--- src/rtl/pps_cond_pkg.sv ---
// Shared types and widths for the PPS conditioner: FSM state encoding and counter sizes.
package pps_cond_pkg;

  localparam int CNT_W  = 32;
  localparam int ERR_W  = 8;
  localparam int GOOD_W = 2;
  localparam int MISS_W = 8;

  typedef enum logic [1:0] {
    ST_IDLE     = 2'd0,
    ST_ACQUIRE  = 2'd1,
    ST_LOCKED   = 2'd2,
    ST_HOLDOVER = 2'd3
  } pps_state_e;

endpackage

--- src/rtl/ed_det.sv ---
// Registered single-bit edge detector; TYPE selects "ris", "fal" or "both".
module ed_det #(
  parameter string TYPE = "ris"
) (
  input  logic clk,
  input  logic resetn,
  input  logic sig,
  output logic ed
);

  logic sig_d;

  always_ff @(posedge clk or negedge resetn) begin
    if (!resetn) begin
      sig_d <= 1'b0;
      ed    <= 1'b0;
    end else begin
      sig_d <= sig;
      if (TYPE == "fal")
        ed <= ~sig & sig_d;
      else if (TYPE == "both")
        ed <= sig ^ sig_d;
      else
        ed <= sig & ~sig_d;
    end
  end

endmodule

--- src/rtl/pps_conditioner.sv ---
// Qualifies an external PPS against the local clock, emitting one pulse per second and
// bridging short PPS outages with synthetic pulses while tracking lock state.
module pps_conditioner
  import pps_cond_pkg::*;
#(
  parameter int unsigned NOM_PERIOD = 100000000,
  parameter int unsigned TOL        = 1000,
  parameter int unsigned MISS_MAX   = 3
) (
  input  logic             clk,
  input  logic             resetn,
  input  logic             pps_in,
  input  logic             enable,
  output logic             sec_pulse_ed,
  output logic             synth,
  output logic             locked,
  output logic             holdover,
  output logic [CNT_W-1:0] period_fix,
  output logic [ERR_W-1:0] err_cnt
);

  localparam logic [CNT_W-1:0]  WIN_LO    = CNT_W'(NOM_PERIOD - TOL);
  localparam logic [CNT_W-1:0]  WIN_HI    = CNT_W'(NOM_PERIOD + TOL);
  localparam logic [CNT_W-1:0]  NOM       = CNT_W'(NOM_PERIOD);
  localparam logic [CNT_W-1:0]  HOLD_CNT0 = CNT_W'(TOL + 1);
  localparam logic [MISS_W-1:0] MISS_LIM  = MISS_W'(MISS_MAX);

  function automatic logic [CNT_W-1:0] sat_inc_cnt(input logic [CNT_W-1:0] v);
    return (&v) ? v : v + CNT_W'(1);
  endfunction

  function automatic logic [ERR_W-1:0] sat_inc_err(input logic [ERR_W-1:0] v);
    return (&v) ? v : v + ERR_W'(1);
  endfunction

  logic       pps_p0, pps_p1;
  logic [3:0] arm_sr;
  logic       ed_raw, edge_hit;

  // Stage p0/p1: two-flop synchroniser; arm_sr masks edges until the whole
  // chain (including the detector's history flop) holds real samples, so a
  // PPS that is already high at reset release is not seen as a new edge.
  always_ff @(posedge clk or negedge resetn) begin
    if (!resetn) begin
      pps_p0 <= 1'b0;
      pps_p1 <= 1'b0;
      arm_sr <= '0;
    end else begin
      pps_p0 <= pps_in;
      pps_p1 <= pps_p0;
      arm_sr <= {arm_sr[2:0], 1'b1};
    end
  end

  ed_det #(.TYPE("ris")) u_ed_det (
    .clk    (clk),
    .resetn (resetn),
    .sig    (pps_p1),
    .ed     (ed_raw)
  );

  assign edge_hit = ed_raw & arm_sr[3];

  pps_state_e        state, state_nx;
  logic [CNT_W-1:0]  cnt, cnt_nx;
  logic [GOOD_W-1:0] good, good_nx;
  logic [MISS_W-1:0] miss, miss_nx, miss_inc;
  logic              emit, emit_syn, fix_ld, err_inc, in_win;

  assign in_win   = (cnt >= WIN_LO) && (cnt <= WIN_HI);
  assign miss_inc = miss + MISS_W'(1);

  always_comb begin
    state_nx = state;
    cnt_nx   = sat_inc_cnt(cnt);
    good_nx  = good;
    miss_nx  = miss;
    emit     = 1'b0;
    emit_syn = 1'b0;
    fix_ld   = 1'b0;
    err_inc  = 1'b0;
    if (!enable) begin
      state_nx = ST_IDLE;
      cnt_nx   = '0;
      good_nx  = '0;
      miss_nx  = '0;
    end else begin
      case (state)
        ST_IDLE: begin
          state_nx = ST_ACQUIRE;
          cnt_nx   = '0;
          good_nx  = '0;
          miss_nx  = '0;
        end
        ST_ACQUIRE: begin
          if (edge_hit) begin
            emit   = 1'b1;
            cnt_nx = CNT_W'(1);
            if (in_win) begin
              fix_ld  = 1'b1;
              good_nx = good + GOOD_W'(1);
              if (good_nx == GOOD_W'(2)) state_nx = ST_LOCKED;
            end else begin
              good_nx = '0;
            end
          end
        end
        ST_LOCKED: begin
          // A real edge takes priority over the timeout on the same cycle.
          if (edge_hit) begin
            if (in_win) begin
              emit   = 1'b1;
              fix_ld = 1'b1;
              cnt_nx = CNT_W'(1);
            end else begin
              err_inc = 1'b1;
            end
          end else if (cnt >= WIN_HI) begin
            emit     = 1'b1;
            emit_syn = 1'b1;
            miss_nx  = MISS_W'(1);
            cnt_nx   = HOLD_CNT0;
            state_nx = ST_HOLDOVER;
          end
        end
        ST_HOLDOVER: begin
          if (edge_hit) begin
            if ((cnt >= WIN_LO) && (cnt <= NOM)) begin
              emit     = 1'b1;
              cnt_nx   = CNT_W'(1);
              miss_nx  = '0;
              state_nx = ST_LOCKED;
            end else begin
              err_inc = 1'b1;
            end
          end else if (cnt >= NOM) begin
            emit     = 1'b1;
            emit_syn = 1'b1;
            cnt_nx   = CNT_W'(1);
            miss_nx  = miss_inc;
            if (miss_inc >= MISS_LIM) begin
              state_nx = ST_ACQUIRE;
              good_nx  = '0;
              miss_nx  = '0;
            end
          end
        end
        default: state_nx = ST_IDLE;
      endcase
    end
  end

  // Stage p2: state, counters and registered outputs.
  always_ff @(posedge clk or negedge resetn) begin
    if (!resetn) begin
      state        <= ST_IDLE;
      cnt          <= '0;
      good         <= '0;
      miss         <= '0;
      sec_pulse_ed <= 1'b0;
      synth        <= 1'b0;
      locked       <= 1'b0;
      holdover     <= 1'b0;
      period_fix   <= '0;
      err_cnt      <= '0;
    end else begin
      state        <= state_nx;
      cnt          <= cnt_nx;
      good         <= good_nx;
      miss         <= miss_nx;
      sec_pulse_ed <= emit;
      synth        <= emit_syn;
      locked       <= (state_nx == ST_LOCKED);
      holdover     <= (state_nx == ST_HOLDOVER);
      if (fix_ld)  period_fix <= cnt;
      if (err_inc) err_cnt    <= sat_inc_err(err_cnt);
    end
  end

endmodule

--- config.mk ---
export PLATFORM = sky130hd
export DESIGN_NAME = pps_conditioner
export DESIGN_NICKNAME = d
export VERILOG_FILES = /design/src/rtl/pps_cond_pkg.sv /design/src/rtl/ed_det.sv /design/src/rtl/pps_conditioner.sv
export SDC_FILE = /design/constraint.sdc
export NUM_CORES = 1
export LEC_CHECK = 0
export CAP_MARGIN = 5
export CORE_ASPECT_RATIO = 1.2
export CORE_MARGIN = 2
export CORE_UTILIZATION = 29
export DETAILED_ROUTE_END_ITERATION = 16
export SLEW_MARGIN = 20
export SYNTH_ARGS = -nofsm -noshare
export SYNTH_HDL_FRONTEND = slang
export SYNTH_HIERARCHICAL = 1
export SYNTH_SLANG_ARGS = --single-unit
--- constraint.sdc ---
create_clock -name clk -period 4.45 [get_ports clk]
set_input_delay 0.445 -clock clk [delete_from_list [all_inputs] [get_ports clk]]
set_output_delay 0.445 -clock clk [all_outputs]
set_load 0.05 [all_outputs]
; ---- Yosys cells after proc, flatten, opt, wreduce, memory -nomap -nowiden
; Cells that the tools add are included.
[op_classes]
bitwise = 4
magnitude_cmp = 6
reduce_logical = 9
mux = 58
add_sub_neg = 4
n_eq_ne = 16
[ops]
columns = operator, count
row1 = $mux W32, 9
row2 = $pmux W32 S4, 1
row3 = $ge A32 B27 Y1 const B, 3
row4 = $le A32 B27 Y1 const B, 2
row5 = $mux W8, 7
row6 = $add A32 B1 Y32 const B, 1
row7 = $mux W2, 16
row8 = $reduce_and A32 Y1, 1
row9 = $pmux W8 S3, 1
row10 = $mux W1, 19
row11 = $ne A3 B3 Y1 const B, 6
row12 = $add A8 B1 Y8 const B, 2
row13 = $eq A2 B2 Y1 const B, 5
row14 = $reduce_and A5 Y1, 2
row15 = $ge A8 B2 Y1 const B, 1
row16 = $ne A4 B1 Y1 const B, 2
row17 = $ne A4 B4 Y1 const B, 2
row18 = $pmux W2 S4, 1
row19 = $reduce_and A8 Y1, 1
row20 = $pmux W2 S3, 1
row21 = $pmux W1 S2, 2
row22 = $pmux W1 S3, 1
row23 = $add A2 B1 Y2 const B, 1
row24 = $and A1 B1 Y1, 2
row25 = 6 further kinds, 8
[word_totals]
wordCells = 112
out_inout_bits = 44
register_bits = 96
inputBits = 4

; ---- Logic depth before layout (Yosys ltp)
[logic_depth]
depth_word = 8
depth_mapped = 10
mapped_depth_nobuf = 8

; ---- Modules after synthesis
; Netlist, hierarchy kept.
[modules_own_cells]
columns = mod, instances, seq_area_each_um2, area_each_um2, cells_per_inst
row1 = pps_conditioner, 1, 2352.3, 4977.3, 449
row2 = ed_det, 1, 50.0, 63.8, 3

; ---- Worst setup path before layout
; OpenSTA, ideal clock, no wires.
[synth_timing]
path_type = register -> register
from = register cnt[30]
to = register period_fix[13]
t_arrival_ps = 2490
required_ps = 4322
setup_ps = 128
stages_incl_launch_ff = 10
period_less_slack_ps = 2618
slack_ps = 1832
path_buffers = 2
path_cell_list = dfrtp_1 -> or4_4 -> nand3b_4 -> a211oi_2 -> nor2_1 -> a2111oi_2 -> and3_1 -> buf_6 -> buf_6 -> mux2_1
[synth_via]
elab_chain_cells = 6
elab_cells_between_ends = 7
cone_classes = 2 x order compare / 4 x mux / 1 x reduce/logical
[synth_rtl]
columns = item, line
row1 = from (decl), pps_conditioner.sv:65  ; logic [CNT_W-1:0] cnt, cnt_nx;
row2 = from (signal assigned), pps_conditioner.sv:168  ; cnt <= cnt_nx;
row3 = $ge A32 B27 Y1 / $le A32 B27 Y1 (equally long branches), pps_conditioner.sv:70  ; assign in_win = (cnt >= WIN_LO) && (cnt <= WIN_HI);
row4 = $logic_and A1 B1 Y1 *, pps_conditioner.sv:70
row5 = $mux W1 *, "pps_conditioner.sv:99, pps_conditioner.sv:111"
row6 = $mux W1 *, pps_conditioner.sv:96  ; if (edge_hit) begin
row7 = $mux W1 *, n/a
row8 = $mux W1 *, pps_conditioner.sv:82  ; if (!enable) begin
row9 = to (signal assigned), pps_conditioner.sv:175  ; if (fix_ld) period_fix <= cnt;
row10 = to (decl), pps_conditioner.sv:18  ; output logic [CNT_W-1:0] period_fix,
; Mark *: on every way between the ends. The rest lies on a longest branch, timed or not.
; A chain may end at the register's enable or synchronous reset.

; ---- Worst setup path in the final report
[layout_timing]
from = register cnt[12]
to = register period_fix[0]
; The elaborated chain is that of the path after synthesis.

==> summary.txt <==
Synth
  – Ys async rst share: 1.000
  – Post-synthesis sequential area ratio: 0.4765
  – Most used DFF post-synth: dfrtp_1
  – Synthesis Warnings: 6
  – Post-Syn Area: 0.005041 mm²
  – Post-Syn Instances: 452
  – Syn Area/Cell: 11.15 µm²
  – EDFF count, synth: 0
  – Synth Net Count: 466
  – Number of synthesized register bits: 96
  – Synth cell types: 74

Drt
  – ANT nets after route: 0
  – Drt total wl: 11050 µm
  – Vias per cell: 5.101
  – Pre-antenna DRT Iters: 4
  – Drt drc: 0
  – Detailed-route via count: 3622
  – Avg WL per Cell: 15.56 µm
  – DRT iter0 DRCs: 162

Timing
  – # setup viols final: 0
  – Final Slew Violations: 0
  – F_max: 301.0 MHz
  – Worst rel slew slack: 0.3055
  – Ratio of final minimum period to clock period: 0.7466
  – Final TNS setup: 0 ns
  – Worst slew pin tran: 1.037 ns
  – RSZ-0062 raised after global routing: no
  – Hold Vio Cnt, Final: 0
  – Final worst clock skew: 0.006730 ns
  – Final Critical Period: 3.323 ns

Placement
  – Hpwl dp: 7654 µm
  – Placed Cells: 694
  – Port Buffers: 47
  – Final GP Congestion: 0.8331

Clocking
  – Worst-skew pair later-pin latency: 0.35 ns
  – TritonCTS clock tree: done
  – Max clock buf depth: 2
  – Post-CTS Setup Bufs: 0
  – Worst-path clk slew: 0.07 ns
  – H-tree Lvls: 3
  – CTS root buffer: clkbuf_16
  – CTS hold repair buffers: 0
  – Clock buffer count from CTS: 9
  – Clk sinks: 96
  – CTS resizes: 0

Job
  – Max-cap viol count: 0

Cells and area
  – Area of the multi-input gates: 0.002441 mm²
  – ANT cells: 0
  – Filler Cell Count: 1690
  – Sequential cell area: 0.002402 mm²
  – Area Overhead vs Synth: 18.09%
  – Share of cells above drive strength 1: 0.1700
  – Final #Nets: 503
  – Post-Layout Cell Count: 710

Pwr
  – Max IR drop VDD: 0.1323 mV
  – Pwr dens: 289.5 mW/mm²
  – P_leak: 2.388 nW

Die
  – Die ar.: 0.01846 mm²
  – Row cnt: 52
  – I/O pins: 48
  – Core area: 0.01692 mm²
  – Die width: 124.4 µm
  – Die height: 148.4 µm
  – Initial core utilization: 0.2980

Critical path
  – CP arrival: 3.56 ns
  – CP Launch Type: register
  – Worst Path Max Fanout: 16
  – Req. time, crit path: 4.69 ns
  – Slowest Stage Delay on Critical Path: 0.82 ns
  – Nature of the critical path endpoint: register
  – Cell chain of the critical path: or2_1 > or3_1 > nor4_2 > nor2_1 > a2111oi_2 > and3_1 > mux2_2
  – Type of the worst setup path: register to register
  – Slowest CP cell: and3_1

GRT
  – Total congestion overflow: 0
  – Initial antenna violation count: 0
  – First-pass GRT wire length: 18730 µm
  – Number of global-route vias before repair: 3707
  – Tot GR Track Use: 0.1248
  – Largest net degree at the start of global routing: 58

Status
  – Status: completed

Hold path
  – HP Class: input pin to async pin
-- kinds of logic after synthesis --
logic type      share of synthesized area
simple gates                       0.2090
flops                              0.4765
compound gates                     0.1385
xor+xnor                          0.06428
buf+inv                           0.03921
mux                               0.04691
fa+ha+maj                         0.02482
other cells                     0.0007439
-- worst max-delay path: cells and delay by family, from the launching register on --
| family | cells | cell delay [ns] |
|---|---|---|
| muxes | 1 | 0.41 |
| and+or+nand+nor | 5 | 1.93 |
| DFF | 1 | 0.45 |
| AOI/OAI and AO/OA | 1 | 0.42 |
-- layer usage --
metal	share of wire	vias up	track usage	wire length [µm]
met5	0	-	0	0
met4	0.020	0	0.04831	221
met3	0.038	19	0.03165	421
met2	0.47	82	0.2046	5147
met1	0.48	1809	0.1590	5260
li1	-	1712	-	-
-- worst paths after layout --
path / startpoint / end / slack [ns] / cells past startpoint
setup reg to reg: cnt[12] / period_fix[0] / 1.13 / 7
min in group clk: pps_p0 / pps_p1 / 0.35 / 0
hold reg to reg: pps_p0 / pps_p1 / 0.35 / 0
hold / removal: resetn / period_fix[12] / 0.15 / 1
setup / recovery: cnt[12] / period_fix[0] / 1.13 / 7
max in group asynchronous: resetn / miss[4] / 3.31 / 2
-- where the power goes --
group / total, mW / switching (mW) / internal, mW
registers: 0.880 / 0.00295 / 0.877
logic: 0.0639 / 0.0493 / 0.0146
clock network: 0.780 / 0.342 / 0.438
total: 1.72 / 0.394 / 1.33
-- layout make-up --
cell class,instances,share of cell area
multi-input combinational,321,0.4100
sequential,96,0.4035
inverter,8,0.005044
timing repair buffer,53,0.08617
tap,216,0.04540
clock inverter,6,0.01135
clock buffer,10,0.03846
-- metrics by stage --
step	total power [mW]	area, µm²	hold slack [ns]	utilization	worst slack, ns
2_1_floorplan	0.9339	5041	0.1494	-	1.832
3_3_place_gp	0.9607	5657	0.3319	0.3344	1.249
3_5_place_dp	0.9625	5657	0.3364	0.3344	1.146
4_1_cts	1.751	5953	0.1833	0.3519	1.139
5_1_grt	1.794	5953	0.2117	0.3519	0.9615
6_report	1.724	5953	0.1466	0.3519	1.127
-- sequential cells by signal (all words and copies together), names as in the netlist --
signal          cells
pps_p0              1
holdover            1
locked              1
u_ed_det/sig_d      1
u_ed_det/ed         1
err_cnt             8
pps_p1              1
state               2
cnt                32
arm_sr              4
period_fix         32
miss                8
synth               1
sec_pulse_ed        1
good                2
-- layout by cell type, fill, tap and decap left out, drive strengths merged, types with 9 or more instances in the layout --
| master | count |
|---|---|
| nand4 | 16 |
| nand2 | 29 |
| dfrtp | 96 |
| nor3 | 12 |
| xor2 | 23 |
| or2 | 15 |
| ha | 10 |
| xnor2 | 14 |
| and2 | 13 |
| mux2 | 15 |
| nand3 | 25 |
| a211oi | 32 |
| nor2b | 9 |
| inv | 9 |
| nor2 | 26 |
| clkdlybuf4s50 | 46 |
| clkbuf | 10 |
-- synthesized netlist by cell type (8+ instances only) --
master,n,area [µm²]
a211oi_1,14,105.1
a211oi_2,18,225.2
and2_1,12,75.07
clkbuf_1,12,45.04
dfrtp_1,96,2402
ha_1,10,125.1
inv_1,8,30.03
mux2_4,10,150.1
nand2_1,29,108.9
nand3_1,24,120.1
nand4_1,16,100.1
nor2_1,26,97.59
nor2b_1,8,50.05
nor3_1,11,55.05
or2_2,13,81.33
xnor2_1,14,122.6
xor2_1,23,201.4
No activity file was read; power rests on OpenSTA's default activity.
